$ cat src/rtl/flash_test_seq.sv
`timescale 1ns/1ps
// flash_test_seq: runs a one-sector self-test through the SPI flash engine
// (ID, WREN, erase, poll, WREN, program, poll, read-back) and reports the result.
//
// state  | meaning
// IDLE   | waiting for start, results held
// RD_ID  | read device ID, capture two bytes
// WREN1  | write enable ahead of erase
// ERASE  | sector erase at TEST_ADDR
// POLL1  | RDSR until WIP clear or POLL_MAX reached
// WREN2  | write enable ahead of program
// PROG   | 256-byte page program at TEST_ADDR
// POLL2  | RDSR until WIP clear or POLL_MAX reached
// READ   | 256-byte read-back, count mismatches
// FINISH | publish pass/fail, pulse test_done
module flash_test_seq #(
  parameter logic [23:0] TEST_ADDR = 24'h000000,
  parameter logic [23:0] POLL_MAX  = 24'd2000000
) (
  input  logic        clock25M,
  input  logic        flash_rst,
  input  logic        start,
  output logic        busy,
  output logic        test_done,
  output logic        test_pass,
  output logic        timeout,
  output logic [8:0]  err_cnt,
  output logic [15:0] dev_id,
  output logic [3:0]  cmd_type,
  output logic [7:0]  flash_cmd,
  output logic [23:0] flash_addr,
  input  logic        spi_done,
  input  logic [7:0]  spi_data,
  input  logic        spi_valid
);

  localparam logic [3:0] S_IDLE   = 4'd0;
  localparam logic [3:0] S_RD_ID  = 4'd1;
  localparam logic [3:0] S_WREN1  = 4'd2;
  localparam logic [3:0] S_ERASE  = 4'd3;
  localparam logic [3:0] S_POLL1  = 4'd4;
  localparam logic [3:0] S_WREN2  = 4'd5;
  localparam logic [3:0] S_PROG   = 4'd6;
  localparam logic [3:0] S_POLL2  = 4'd7;
  localparam logic [3:0] S_READ   = 4'd8;
  localparam logic [3:0] S_FINISH = 4'd9;

  localparam logic [2:0] OP_ID    = 3'b000;
  localparam logic [2:0] OP_WREN  = 3'b001;
  localparam logic [2:0] OP_ERASE = 3'b010;
  localparam logic [2:0] OP_RDSR  = 3'b011;
  localparam logic [2:0] OP_PROG  = 3'b101;
  localparam logic [2:0] OP_READ  = 3'b111;

  logic [3:0]  state;
  logic [1:0]  id_cnt;
  logic [23:0] poll_cnt;
  logic        st_seen;
  logic        st_bit0;
  logic [8:0]  byte_idx;

  logic        req;
  logic [2:0]  op_code;
  logic [7:0]  op_cmd;
  logic [23:0] op_addr;
  logic        status_busy;
  logic        poll_exhausted;
  logic        rd_hit;
  logic        rd_err;
  logic [8:0]  idx_next;
  logic [8:0]  err_next;
  logic [8:0]  err_final;

  assign req = cmd_type[3];

  // Op code, SPI opcode and address belonging to the current state
  always_comb begin
    op_code = OP_ID;
    op_cmd  = 8'h90;
    op_addr = 24'h000000;
    case (state)
      S_WREN1, S_WREN2: begin op_code = OP_WREN;  op_cmd = 8'h06; end
      S_ERASE: begin op_code = OP_ERASE; op_cmd = 8'h20; op_addr = TEST_ADDR; end
      S_POLL1, S_POLL2: begin op_code = OP_RDSR;  op_cmd = 8'h05; end
      S_PROG:  begin op_code = OP_PROG;  op_cmd = 8'h02; op_addr = TEST_ADDR; end
      S_READ:  begin op_code = OP_READ;  op_cmd = 8'h03; op_addr = TEST_ADDR; end
      default: begin op_code = OP_ID;    op_cmd = 8'h90; end
    endcase
  end

  // Status decision and read-back tallies for the current cycle; a byte arriving
  // on the same edge as spi_done is folded in before the decision is made
  always_comb begin
    status_busy    = spi_valid ? spi_data[0] : (st_seen ? st_bit0 : 1'b1);
    poll_exhausted = ({1'b0, poll_cnt} + 25'd1) >= {1'b0, POLL_MAX};
    rd_hit         = req && spi_valid && !byte_idx[8];
    rd_err         = rd_hit && (spi_data != byte_idx[7:0]);
    idx_next       = byte_idx + {8'd0, rd_hit};
    err_next       = err_cnt + {8'd0, rd_err};
    err_final      = err_next + (9'd256 - idx_next);
  end

  // Sequencer, engine request handshake and result registers
  always_ff @(posedge clock25M or posedge flash_rst) begin
    if (flash_rst) begin
      state      <= S_IDLE;
      busy       <= 1'b0;
      test_done  <= 1'b0;
      test_pass  <= 1'b0;
      timeout    <= 1'b0;
      err_cnt    <= 9'd0;
      dev_id     <= 16'h0000;
      cmd_type   <= 4'h0;
      flash_cmd  <= 8'h00;
      flash_addr <= 24'h000000;
      id_cnt     <= 2'd0;
      poll_cnt   <= 24'd0;
      st_seen    <= 1'b0;
      st_bit0    <= 1'b0;
      byte_idx   <= 9'd0;
    end else begin
      test_done <= 1'b0;
      case (state)
        S_IDLE: begin
          if (start) begin
            busy      <= 1'b1;
            test_pass <= 1'b0;
            timeout   <= 1'b0;
            err_cnt   <= 9'd0;
            dev_id    <= 16'h0000;
            id_cnt    <= 2'd0;
            poll_cnt  <= 24'd0;
            byte_idx  <= 9'd0;
            state     <= S_RD_ID;
          end
        end
        S_FINISH: begin
          test_pass <= !timeout && (err_cnt == 9'd0);
          test_done <= 1'b1;
          busy      <= 1'b0;
          state     <= S_IDLE;
        end
        S_RD_ID, S_WREN1, S_ERASE, S_POLL1, S_WREN2, S_PROG, S_POLL2, S_READ: begin
          if (!req) begin
            // request line was low for at least this cycle; raise it now
            cmd_type   <= {1'b1, op_code};
            flash_cmd  <= op_cmd;
            flash_addr <= op_addr;
            st_seen    <= 1'b0;
            st_bit0    <= 1'b0;
          end else begin
            if (spi_valid) begin
              case (state)
                S_RD_ID: begin
                  if (id_cnt == 2'd0) begin
                    dev_id[15:8] <= spi_data;
                    id_cnt       <= 2'd1;
                  end else if (id_cnt == 2'd1) begin
                    dev_id[7:0] <= spi_data;
                    id_cnt      <= 2'd2;
                  end
                end
                S_POLL1, S_POLL2: begin
                  st_seen <= 1'b1;
                  st_bit0 <= spi_data[0];
                end
                default: ;
              endcase
            end
            if (state == S_READ) begin
              byte_idx <= idx_next;
              err_cnt  <= err_next;
            end
            if (spi_done) begin
              cmd_type[3] <= 1'b0;
              case (state)
                S_RD_ID: state <= S_WREN1;
                S_WREN1: state <= S_ERASE;
                S_ERASE: begin
                  state    <= S_POLL1;
                  poll_cnt <= 24'd0;
                end
                S_WREN2: state <= S_PROG;
                S_PROG: begin
                  state    <= S_POLL2;
                  poll_cnt <= 24'd0;
                end
                S_POLL1, S_POLL2: begin
                  if (!status_busy) begin
                    state <= (state == S_POLL1) ? S_WREN2 : S_READ;
                  end else if (poll_exhausted) begin
                    timeout <= 1'b1;
                    state   <= S_FINISH;
                  end else begin
                    // stay put; the request is re-raised next cycle
                    poll_cnt <= poll_cnt + 24'd1;
                  end
                end
                S_READ: begin
                  err_cnt <= err_final;
                  state   <= S_FINISH;
                end
                default: ;
              endcase
            end
          end
        end
        default: state <= S_IDLE;
      endcase
    end
  end

endmodule

$ cat config.mk
export PLATFORM = sky130hd
export DESIGN_NAME = flash_test_seq
export DESIGN_NICKNAME = d
export VERILOG_FILES = /design/src/rtl/flash_test_seq.sv
export SDC_FILE = /design/constraint.sdc
export NUM_CORES = 1
export LEC_CHECK = 0
export ABC_AREA = 1
export BUFFER_PORTS_ARGS = -buffer_cell sky130_fd_sc_hd__buf_2
export CAP_MARGIN = 25
export CORE_UTILIZATION = 55
export DETAILED_ROUTE_END_ITERATION = 7
export PLACE_DENSITY = 0.75
export SLEW_MARGIN = 15
export SYNTH_ARGS = -nofsm -noshare
export SYNTH_HDL_FRONTEND = slang
export SYNTH_SLANG_ARGS = --single-unit
export TNS_END_PERCENT = 5
$ cat constraint.sdc
create_clock -name clock25M -period 10.8 [get_ports clock25M]
set_input_delay 2.16 -clock clock25M [delete_from_list [all_inputs] [get_ports clock25M]]
set_output_delay 2.16 -clock clock25M [all_outputs]
set_load 0.05 [all_outputs]
==> impl_metrics.yaml <==
floorplanning:
  coreArea_sq_mm: 0.00968
  design.die.area_sq_mm: 0.0103
  num_io_pins: 78
  fp.dieW_um: 102
  start_util_pct: 56.4
  rows: 36
  die_y_um: 102
cells_and_area:
  antennaDiodeCount: 0
  drive_above_1_share_pct: 16.2
  nFillCells: 905
  multi_input_area_sq_mm: 0.00293
  fin_cells: 917
  syn_to_final_growth_pct: 8.91
  ff_latch_area_sq_mm: 0.00198
  final_nets: 813
yosys:
  ys_ff_latch: 79
  synthTopCellsByArea: "dfrtp_1 36%, nand2_1 12%, inv_1 6.3%"
  synth_cell_types: 48
  syn_inst: 730
  yosys.area.top_type: "dfrtp_1"
  synth.avg_cell_area_sq_um: 7.48
  yosys.area.top_type_share_pct: 36.2
  synth_ff_type: "dfrtp_1"
  synth_edf_count: 0
  yosysSeqAreaShare_pct: 36.2
  syn_area_sq_mm: 0.00546
  async_reset_ff_share_pct: 100
  yosysWarningCount: 0
timing:
  maxSlewHeadroom_pct: 41.5
  hold_viol: 0
  fmax_ghz: 0.190
  setup_viol: 0
  skew_ns: 0.00929
  final_max_slew_viol_count: 0
  setup_tns_ns: 0
  rsz0062_at_grt: "no"
  min_period_ns: 5.28
  tightest_slew_ns: 0.875
  fin_crit_sh_pct: 48.8
clocking:
  postCtsHoldBufs: 0
  clk_path_buf_depth: 2
  postCtsSetupRepairBufs: 0
  clk_pin_slew_ns: 0.08
  clk_latency_ns: 0.37
  cts.sinks: 79
  cts_tree: "built"
  numCtsBuffers: 9
  cts_root_buffer: "clkbuf_8"
  h-tree-depth: 3
  ctsResizeCount: 0
placed_design:
  dp_hpwl_mm: 9.29
  numPlacedInstances: 900
  io_buffers: 51
  gp_congestion: 0.927
flow_run:
  cap_violations: 0
drt:
  vias_per_cell: 5.25
  detail-route-antenna-nets: 0
  vias: 4818
  drt-initial-drc-count: 231
  firstDrtPassIters: 5
  wire_per_inst_um: 13.7
  routed_wl_mm: 12.6
  drc: 0
setup_path:
  cp.arrival_ns: 5.52
  slowest_delay_ns: 0.46
  slowest_stage: "o41a_1"
  path_cells: "buf_2 -> xnor2_1 -> nand4_1 -> o41a_1 -> ha_1 -> ha_1 -> nand3_1 -> xor2_1 -> inv_1 -> ha_1 -> ha_1 -> inv_1 -> o21ai_0 -> a21oi_1 -> or2_2 -> and3_1 -> nor3_1 -> o22ai_1"
  critPathMaxFanout: 2
  crit_path_end_kind: "register"
  crit_family: "adder cells"
  worst-endpoint-required_ns: 11.04
  path_buf_inv: 3
  crit_top_cell: "ha_1"
  startpoint_type: "input port"
  path_class: "in -> reg"
min_path:
  hold_class: "reg -> reg"
global_routing:
  gr-usage-met1_pct: 34.3
  grt_pass1_wl_mm: 21.3
  grtUsageMet3_pct: 5.04
  grt_overflow: 0
  globalRouteMet2Util_pct: 44.1
  grt_pass1_vias: 4615
  busiest_layer: "met2"
  grt_usage_pct: 26.6
  antenna_found_initial: 0
  grt_max_degree: 80
run_status:
  outcome: "completed"
power:
  p_total_w: 0.00163
  leakage_nw: 2.92
  peakVddDrop_mv: 0.193
  p_per_area_mw_per_mm2: 274
==> flip-flops by register name (all words and copies together) (netlist names), 2 cells and up <==
| signal | flops |
|---|---|
| id_cnt | 2 |
| byte_idx | 9 |
| poll_cnt | 24 |
| dev_id | 16 |
| state | 4 |
| cmd_type | 4 |
| flash_cmd | 5 |
| err_cnt | 9 |
==> metrics by stage <==
step	area, sq um	utilization, %	hold WS (ns)	setup WS (ns)
6_report	5950	61.4	0.481	5.52
5_1_grt	5950	61.4	0.527	5.33
4_1_cts	5920	61.1	0.488	5.57
3_5_place_dp	5710	59.0	0.469	5.19
3_3_place_gp	5710	59.0	0.461	5.33
2_1_floorplan	5560	-	0.486	5.61
==> final cells by class <==
class	instances	share of cell area, %
Timing Repair Buffer	55	5.13
Clock buffer	12	2.61
Sequential cell	79	33.2
Clock inverter	4	0.904
Inverter	96	6.08
Tap cell	133	2.80
Multi-Input combinational cell	538	49.3
==> Yosys cell counts (all sizes together) (2+ instances only) <==
cell type  instances
a221oi             2
nor3               7
a2bb2oi            2
nand3             54
a21oi             20
inv               96
o21bai             2
nand2            186
clkbuf             4
xor2              19
o31ai              7
o22ai              4
dfrtp             79
or2                3
nor2              95
nand4             13
a22oi              4
buf               38
mux2              16
o21ai             26
nor4               3
o211ai             4
o221ai             4
ha                20
xnor2             11
==> kinds of logic after synthesis <==
| group | after synthesis | share of synthesized area [%] |
|---|---|---|
| and+or+nand+nor | 364 | 29.3 |
| buffers and inverters | 138 | 11.9 |
| AOI/OAI and AO/OA | 81 | 9.48 |
| DFF | 79 | 36.2 |
| xor gates and xnor gates | 30 | 4.81 |
| adders and majority gates | 21 | 4.95 |
| muxes | 16 | 3.30 |
| other | 1 | 0.0686 |
==> per-layer routing <==
layer | up-vias | share of wire, %
met5 | - | 0
met4 | 0 | 2.0
met3 | 25 | 5.3
met2 | 150 | 47
met1 | 2232 | 45
li1 | 2411 | -
==> path summary, 6_finish.rpt <==
kind	startpoint	end	slack [ns]	cells after the start
min in group asynchronous	flash_rst	poll_cnt[11]	1.82	3
min	cmd_type[2]	cmd_type[2]	0.48	2
max in group asynchronous	flash_rst	flash_cmd[1]	8.38	4
max	spi_data[2]	err_cnt[7]	5.52	18
max reg2reg	byte_idx[2]	err_cnt[7]	6.92	17
min reg2reg	cmd_type[2]	cmd_type[2]	0.48	2
==> worst register-to-register path: cells and delay by family, from the launching register on <==
family / cells / cell delay (ns)
AO/OA/AOI/OAI: 4 / 0.93
XOR/XNOR: 2 / 0.42
adder cells (fa/ha/maj): 4 / 1.00
buffers and inverters: 2 / 0.13
flip-flops: 1 / 0.46
AND/OR/NAND/NOR: 5 / 0.83
==> power breakdown <==
part,total [W],leakage [nW],internal (W),switching (W)
logic,0.000964,1.77,0.000283,0.000681
registers,0.000432,1.04,0.000374,0.0000580
clock network,0.000237,0.0988,0.000120,0.000117
total,0.00163,2.92,0.000777,0.000856
==> cell usage in the layout (no fill, tap or decap), types with 3 or more instances in the layout <==
| cell type | instances |
|---|---|
| dfrtp_1 | 79 |
| o31ai_1 | 7 |
| o211ai_1 | 4 |
| nor2_2 | 12 |
| nor3_1 | 6 |
| buf_4 | 3 |
| nand3_1 | 52 |
| xor2_1 | 19 |
| o22ai_1 | 4 |
| buf_2 | 51 |
| o221ai_1 | 4 |
| ha_1 | 20 |
| a22oi_1 | 4 |
| conb_1 | 26 |
| nand2_1 | 170 |
| nor2_1 | 82 |
| inv_1 | 91 |
| or2_2 | 3 |
| inv_2 | 4 |
| nand4_1 | 13 |
| clkbuf_8 | 11 |
| mux2_2 | 16 |
| nor4_1 | 3 |
| a21oi_1 | 19 |
| o21ai_0 | 24 |
| xnor2_1 | 11 |
| nand2_2 | 14 |
Note: power is estimated with default switching activity, not from simulation.
